**src/rtl/router_pkg.sv**
```systemverilog
// router_pkg: shared widths and header field constants for the router datapath.
package router_pkg;
  localparam int DW = 8;
  localparam int AW = 2;
  localparam logic [1:0] ADDR_INVALID = 2'b11;
  localparam int LEN_MSB = 7;
  localparam int LEN_LSB = 2;
endpackage

```
**src/rtl/router_parity_acc.sv**
```systemverilog
// router_parity_acc: running XOR parity, received parity capture and mismatch flag.
module router_parity_acc
  import router_pkg::*;
#(
  parameter int DW = router_pkg::DW
) (
  input  logic          clk,
  input  logic          rstn,
  input  logic          clr,
  input  logic          xor_en,
  input  logic [DW-1:0] xor_data,
  input  logic          ld_en,
  input  logic [DW-1:0] ld_data,
  input  logic          chk,
  input  logic          err_clr,
  output logic          err
);
  logic [DW-1:0] int_par, pkt_par;
  always_ff @(posedge clk) begin
    if (!rstn) begin
      int_par <= '0;
      pkt_par <= '0;
      err     <= 1'b0;
    end else begin
      if (clr) int_par <= '0;
      else if (xor_en) int_par <= int_par ^ xor_data;
      if (ld_en) pkt_par <= ld_data;
      if (err_clr) err <= 1'b0;
      else if (chk) err <= int_par != pkt_par;
    end
  end
endmodule

```
**src/rtl/router_reg.sv**
```systemverilog
// router_reg: header latch, byte staging to the FIFO, full-state hold byte and
// parity status for the 1x3 router.
module router_reg
  import router_pkg::*;
#(
  parameter int DW = router_pkg::DW,
  parameter int AW = router_pkg::AW
) (
  input  logic          clk,
  input  logic          rstn,
  input  logic          pkt_valid,
  input  logic [DW-1:0] data_in,
  input  logic          fifo_full,
  input  logic          detect_add,
  input  logic          lfd_state,
  input  logic          ld_state,
  input  logic          full_state,
  input  logic          laf_state,
  input  logic          rst_int_reg,
  output logic [DW-1:0] dout,
  output logic          parity_done,
  output logic          low_pkt_valid,
  output logic          err
);
  logic [DW-1:0] header, fsb, xor_data, ld_data;
  logic          ld_par, laf_par, xor_en, hdr_ok;
  always_comb begin
    hdr_ok   = data_in[AW-1:0] != ADDR_INVALID;
    ld_par   = ld_state && !fifo_full && !pkt_valid;
    laf_par  = laf_state && low_pkt_valid && !parity_done;
    xor_en   = lfd_state || (ld_state && pkt_valid && !fifo_full) || (laf_state && !low_pkt_valid);
    xor_data = lfd_state ? header : ld_state ? data_in : fsb;
    ld_data  = ld_state ? data_in : fsb;
  end
  // full_state carries no datapath action; dout and fsb simply hold there
  always_ff @(posedge clk) begin
    if (!rstn) begin
      dout          <= '0;
      header        <= '0;
      fsb           <= '0;
      parity_done   <= 1'b0;
      low_pkt_valid <= 1'b0;
    end else begin
      if (detect_add && pkt_valid && hdr_ok) header <= data_in;
      if (lfd_state) dout <= header;
      else if (ld_state && !fifo_full) dout <= data_in;
      else if (laf_state) dout <= fsb;
      if (ld_state && fifo_full) fsb <= data_in;
      if (rst_int_reg) low_pkt_valid <= 1'b0;
      else if (ld_state && !pkt_valid) low_pkt_valid <= 1'b1;
      if (detect_add) parity_done <= 1'b0;
      else if (ld_par || laf_par) parity_done <= 1'b1;
    end
  end
  router_parity_acc #(.DW(DW)) u_par (
    .clk      (clk),
    .rstn     (rstn),
    .clr      (detect_add),
    .xor_en   (xor_en),
    .xor_data (xor_data),
    .ld_en    (ld_par || laf_par),
    .ld_data  (ld_data),
    .chk      (rst_int_reg && parity_done),
    .err_clr  (lfd_state),
    .err      (err)
  );
endmodule

```
**config.mk**
```make
export PLATFORM = sky130hd
export DESIGN_NAME = router_reg
export DESIGN_NICKNAME = d
export VERILOG_FILES = /design/src/rtl/router_pkg.sv /design/src/rtl/router_parity_acc.sv /design/src/rtl/router_reg.sv
export SDC_FILE = /design/constraint.sdc
export NUM_CORES = 1
export LEC_CHECK = 0
export CORE_AREA = 2 2 66 68
export DETAILED_ROUTE_END_ITERATION = 10
export DIE_AREA = 0 0 68 70
export GPL_TIMING_DRIVEN = 0
export PLACE_DENSITY = 0.74
export REMOVE_ABC_BUFFERS = 1
export SETUP_SLACK_MARGIN = 0.4
export SYNTH_ARGS = -nofsm -noshare
export SYNTH_HDL_FRONTEND = slang
export SYNTH_SLANG_ARGS = --single-unit
```
**constraint.sdc**
```tcl
create_clock -name clk -period 1.4 [get_ports clk]
set_input_delay 0.14 -clock clk [delete_from_list [all_inputs] [get_ports clk]]
set_output_delay 0.14 -clock clk [all_outputs]
set_load 0.005 [all_outputs]
```
Word level (Yosys, flattened, before mapping):

Index checks and enable logic that the tools add are counted.

* input port bits: 18
* word-level logic and storage cells: 40
* register bits after elaboration: 43
* output and inout port bits: 11

* multiplexer cells: 5
* eq/ne operators: 2
* reduce and logical (&&, ||, !) cells: 23
* bitwise logic cells: 2

Operators by type and width (number)
* 2-to-1 mux 8 bit: 5
* logical AND 1 bit: 12
* inequality test 8 bit: 1
* bitwise XOR 8 bit: 1
* OR reduction 2 bit: 3
* logical NOT 1 bit: 4
* logical OR 1 bit: 3
* nonzero test 3 bit: 1
* inequality test 2 bit (second input constant): 1
* NOT 1 bit: 1

Depth between registers and ports, before layout:

* depth after elaboration: 4
* depth in mapped cells: 7
* gate-level depth less buffers: 4

Hierarchy:

A second synthesis with hierarchy kept.

* cell total of the unflattened synthesis: 228
* area total of the unflattened synthesis: 2182.1 µm²

By module, submodules not included
* router_reg: sequential area each 520.5 µm², cells an instance 153, area an instance 1453.9 µm², instances 1
* router_parity_acc: sequential area each 340.3 µm², cells an instance 75, area an instance 728.2 µm², instances 1

Least setup slack after synthesis:

OpenSTA, ideal clock, no wires.

* path kind: register to register
* from: register low_pkt_valid
* to: register u_par.int_par[4]
* arrival: 1.135 ns
* data required time: 1.313 ns
* clock period less this slack: 1.222 ns
* buffers on the path: 1
* slack: 0.178 ns
* setup time: 0.087 ns
* cell stages (with the launch flop): 6
* path through: dfxtp_1 -> inv_1 -> a221oi_4 -> buf_6 -> o211ai_1 -> o31ai_1

* longest elaborated chain between the ends: 3

Ends and longest elaborated chain
* start: declaration: line router_reg.sv:22 `output logic low_pkt_valid,`
* start signal: assignment: line router_reg.sv:42 `low_pkt_valid <= 1'b0;`
* start signal: assignment: line router_reg.sv:49 `if (rst_int_reg) low_pkt_valid <= 1'b0;`
* start signal: assignment: line router_reg.sv:50 `else if (ld_state && !pkt_valid) low_pkt_valid <= 1'b1;`
* logical NOT 1 bit: line router_reg.sv:31 `xor_en = lfd_state || (ld_state && pkt_valid && !fifo_full) || (laf_state && !low_pkt_valid);`
* logical AND 1 bit: line router_reg.sv:31
* logical OR 1 bit: line router_reg.sv:31
* end signal: assignment: line router_parity_acc.sv:26 `else if (xor_en) int_par <= int_par ^ xor_data;`
* end: declaration: line router_parity_acc.sv:18 `logic [DW-1:0] int_par, pkt_par;`

Every way passes these cells.
A chain may end at the register's enable or synchronous reset.

Final worst setup path:

* from: register low_pkt_valid
* to: register u_par.pkt_par[4]

* longest elaborated chain between the ends: 3

Ends and longest elaborated chain
* logical AND 1 bit (2 in a row): line router_reg.sv:30 `laf_par = laf_state && low_pkt_valid && !parity_done;`
* logical OR 1 bit: line router_reg.sv:61 `.ld_en (ld_par || laf_par),`
* end signal: assignment: line router_parity_acc.sv:27 `if (ld_en) pkt_par <= ld_data;`
* end: declaration: line router_parity_acc.sv:18

Every way passes these cells.

==> run metrics <==
DR iter-0 viols=107; R2R setup slack=between 150 and 200 ps; CTS clock-pin slew for the worst setup and hold paths=80 ps; Max Slew Vio Count=0; Crit path max-delay family=buffers and inverters; clock buffer depth=2; largest net degree at the start of global routing=36; initial antenna violation count=0; Slew @ Worst Pin=566 ps; worst hold path type=in2reg; TNS Setup=0 ps; CP cell instances=buf_6, buf_6, nand3b_1, o21ai_4, buf_12, o211a_1; post-synth cell types=32; Num CTS Buffers=5; slack of the critical path=150 ps; Slew HR=62.3%; n_diodes=0; vias per inst=around 5.7; Hold Path Sink=fsb[4]; # rows=24; max-cap violations=0; worst min-delay path startpoint=data_in[4]; number of nets in the layout=276; drt first pass iters=4; power per cell area=1060 mW/mm²; vias in the first global route=1600; H-tree lvl count=2; clock root cell=clkbuf_8; Synth Register Bits=43; routed length per instance=16.2 µm; Crit path top cell by count=buf_6; run status=finished, final reports clean; Clock Latency Late Sink=approximately 300 ps; syn avg cell area=~9.2 µm²; die area=0.00476 mm²; CTS tree=built; all-layer global routing usage=22.9%; die span in x=68 µm; Reg-to-Reg End=u_par.pkt_par[4]; critical path class=reg2reg; Worst EP arrival=1450 ps; fin crit share=89.3%; final wirelength=5040 µm; most frequent cells in the layout=30 x dfxtp_1, 26 x nand2_1, 17 x mux2i_1; crit path launch type=register; global-route wire length before repair=8040 µm; share of cells above drive strength 1=around 20%; fillers=about 360; Ports=29; Critical Path End Type=register; DP HPWL=2930 µm; slowest CP cell=dfxtp_2; worst reg-to-reg path cell count=6; total congestion overflow=0; hold_buf cts=0; final-report hold violation count=0; max incr delay on CP=330 ps; sequential area share after synthesis=40.6%; critical path peak fanout=8; Port-buffer cells=27; Initial Utilization=51.1%; Final Setup Violations=0; YS warnings=0; core region area=0.00414 mm²; max frequency=800 MHz; Critical Path RT=approximately 1600 ps; Area Growth Syn to Fin=23.3%; Die Height=70 µm; commonest non-fill, non-tap cell in the layout=dfxtp_1; Reg-to-Reg Start=low_pkt_valid; Synth Instances=230; via count of the routed design=between 1500 and 2000; Post-Syn Area=roughly 0.0021 mm²; gpl congestion=0.724; # DRC=0; DRT antenna net count=0; LEAKAGE=1.11 nW; pre-CTS setup slack=-1470 ps; min Tclk post-route=1250 ps; CP bufs+invs=3; Max Clock Skew=4.67 ps; RSZ-0062 raised after global routing=yes; worst hold stages=3; Max VDD drop=~0.84 mV; CTS sink cnt=43
[worst max-delay path by stage]
stage                   from  depth (start not counted)  slack (ps)               end
3_3_place_gp        ld_state                          5       -1440  u_par.pkt_par[2]
5_1_grt        low_pkt_valid                          6         100  u_par.int_par[4]
4_1_cts        low_pkt_valid                          6         170  u_par.pkt_par[4]
3_5_place_dp        ld_state                          5       -1470  u_par.pkt_par[3]
6_report       low_pkt_valid                          6         150  u_par.pkt_par[4]
2_1_floorplan  low_pkt_valid                          4         140  u_par.int_par[0]
[state kept, by name, indices dropped and copies added, names as in the netlist]
signal / cells
fsb: 8
parity_done: 1
u_par.int_par: 8
low_pkt_valid: 1
header: 8
u_par.err: 1
dout: 8
u_par.pkt_par: 8
[synthesized netlist by cell type]
cell type   n  area, µm²
dfxtp_1    43        861
nand2_1    26       97.6
mux2i_1    17        170
nand3_1    11       55.1
a21boi_1    9       67.6
a21oi_1     9       45.0
inv_1       9       33.8
nand2b_1    9       56.3
o21a_1      9       67.6
nor2_1      8       30.0
nor2b_1     8       50.1
o211a_1     8       80.1
o211ai_1    8       60.1
o31ai_1     8       60.1
xnor2_1     8       70.1
a311o_1     7       70.1
clkbuf_1    6       22.5
buf_6       5       56.3
buf_2       4       20.0
o21ai_0     4       20.0
o21ai_1     3       15.0
a211o_1     1       8.76
a221oi_4    1       26.3
and2b_1     1       7.51
and2b_4     1       10.0
nand3b_1    1       7.51
nand4_1     1       6.26
nor3_1      1       5.00
nor3b_1     1       7.51
nor4b_1     1       8.76
o21ai_4     1       16.3
or3_1       1       6.26
[final cells by class]
class                      instances  area, µm²  area share, %
multi-input combinational        163       1170           44.6
tap                               52       65.1           2.49
sequential                        43        877           33.6
clock buffer                       6       82.6           3.16
clock inverter                     2       35.0           1.34
timing repair buffer              36        350           13.4
inverter                           9       36.3           1.39
[metal layers]
metal / wire (µm) / track usage [%] / up-vias
met2: 2260 / 32.8 / 56
met4: 108 / 8.00 / 0
met1: 2380 / 32.3 / 820
met5: 0 / 0 / -
li1: - / - / 874
met3: 287 / 6.92 / 8
[power by group]
group          switching (mW)  internal, mW  total (mW)
logic                   0.222         0.208       0.430
registers              0.0396          1.29        1.33
clock network           0.436         0.577        1.01
[worst reg2reg max path, delay by kind of cell (launching register included)]
family,cells,cell delay (ps)
simple gates,1,110
buf+inv,3,400
compound gates,2,320
flops,1,330
[what timing repair did]
item / in CTS / in global routing
endpoints found under the hold margin: 0 / 0
resized for setup: 76 / 19
buffers inserted: 7 / 1
pin swaps: 3 / 3
cloned: 1 / 0
endpoints found under the setup margin: 54 / 35
[stage by stage]
step	hold slack (ps)	util, %	cells	cell area, µm²	total power, mW
floorplan	216	-	215	2020	1.55
global placement	457	56.8	294	2350	1.74
detailed placement	461	56.8	294	2350	1.74
CTS	183	63.3	310	2620	2.78
global route	180	63.0	311	2610	2.90
finish	173	63.0	311	2610	2.77
[cell families (layout without fill, tap and decap cells)]
kind of cell    Yosys count  after routing  share of synthesized area (%)
mux                      17             17                           8.03
flops                    43             43                           40.6
simple gates             70             70                           16.4
buf+inv                  24             53                           6.26
xor+xnor                  8              8                           3.31
compound gates           68             68                           25.3
No activity file was read; power rests on OpenSTA's default activity.
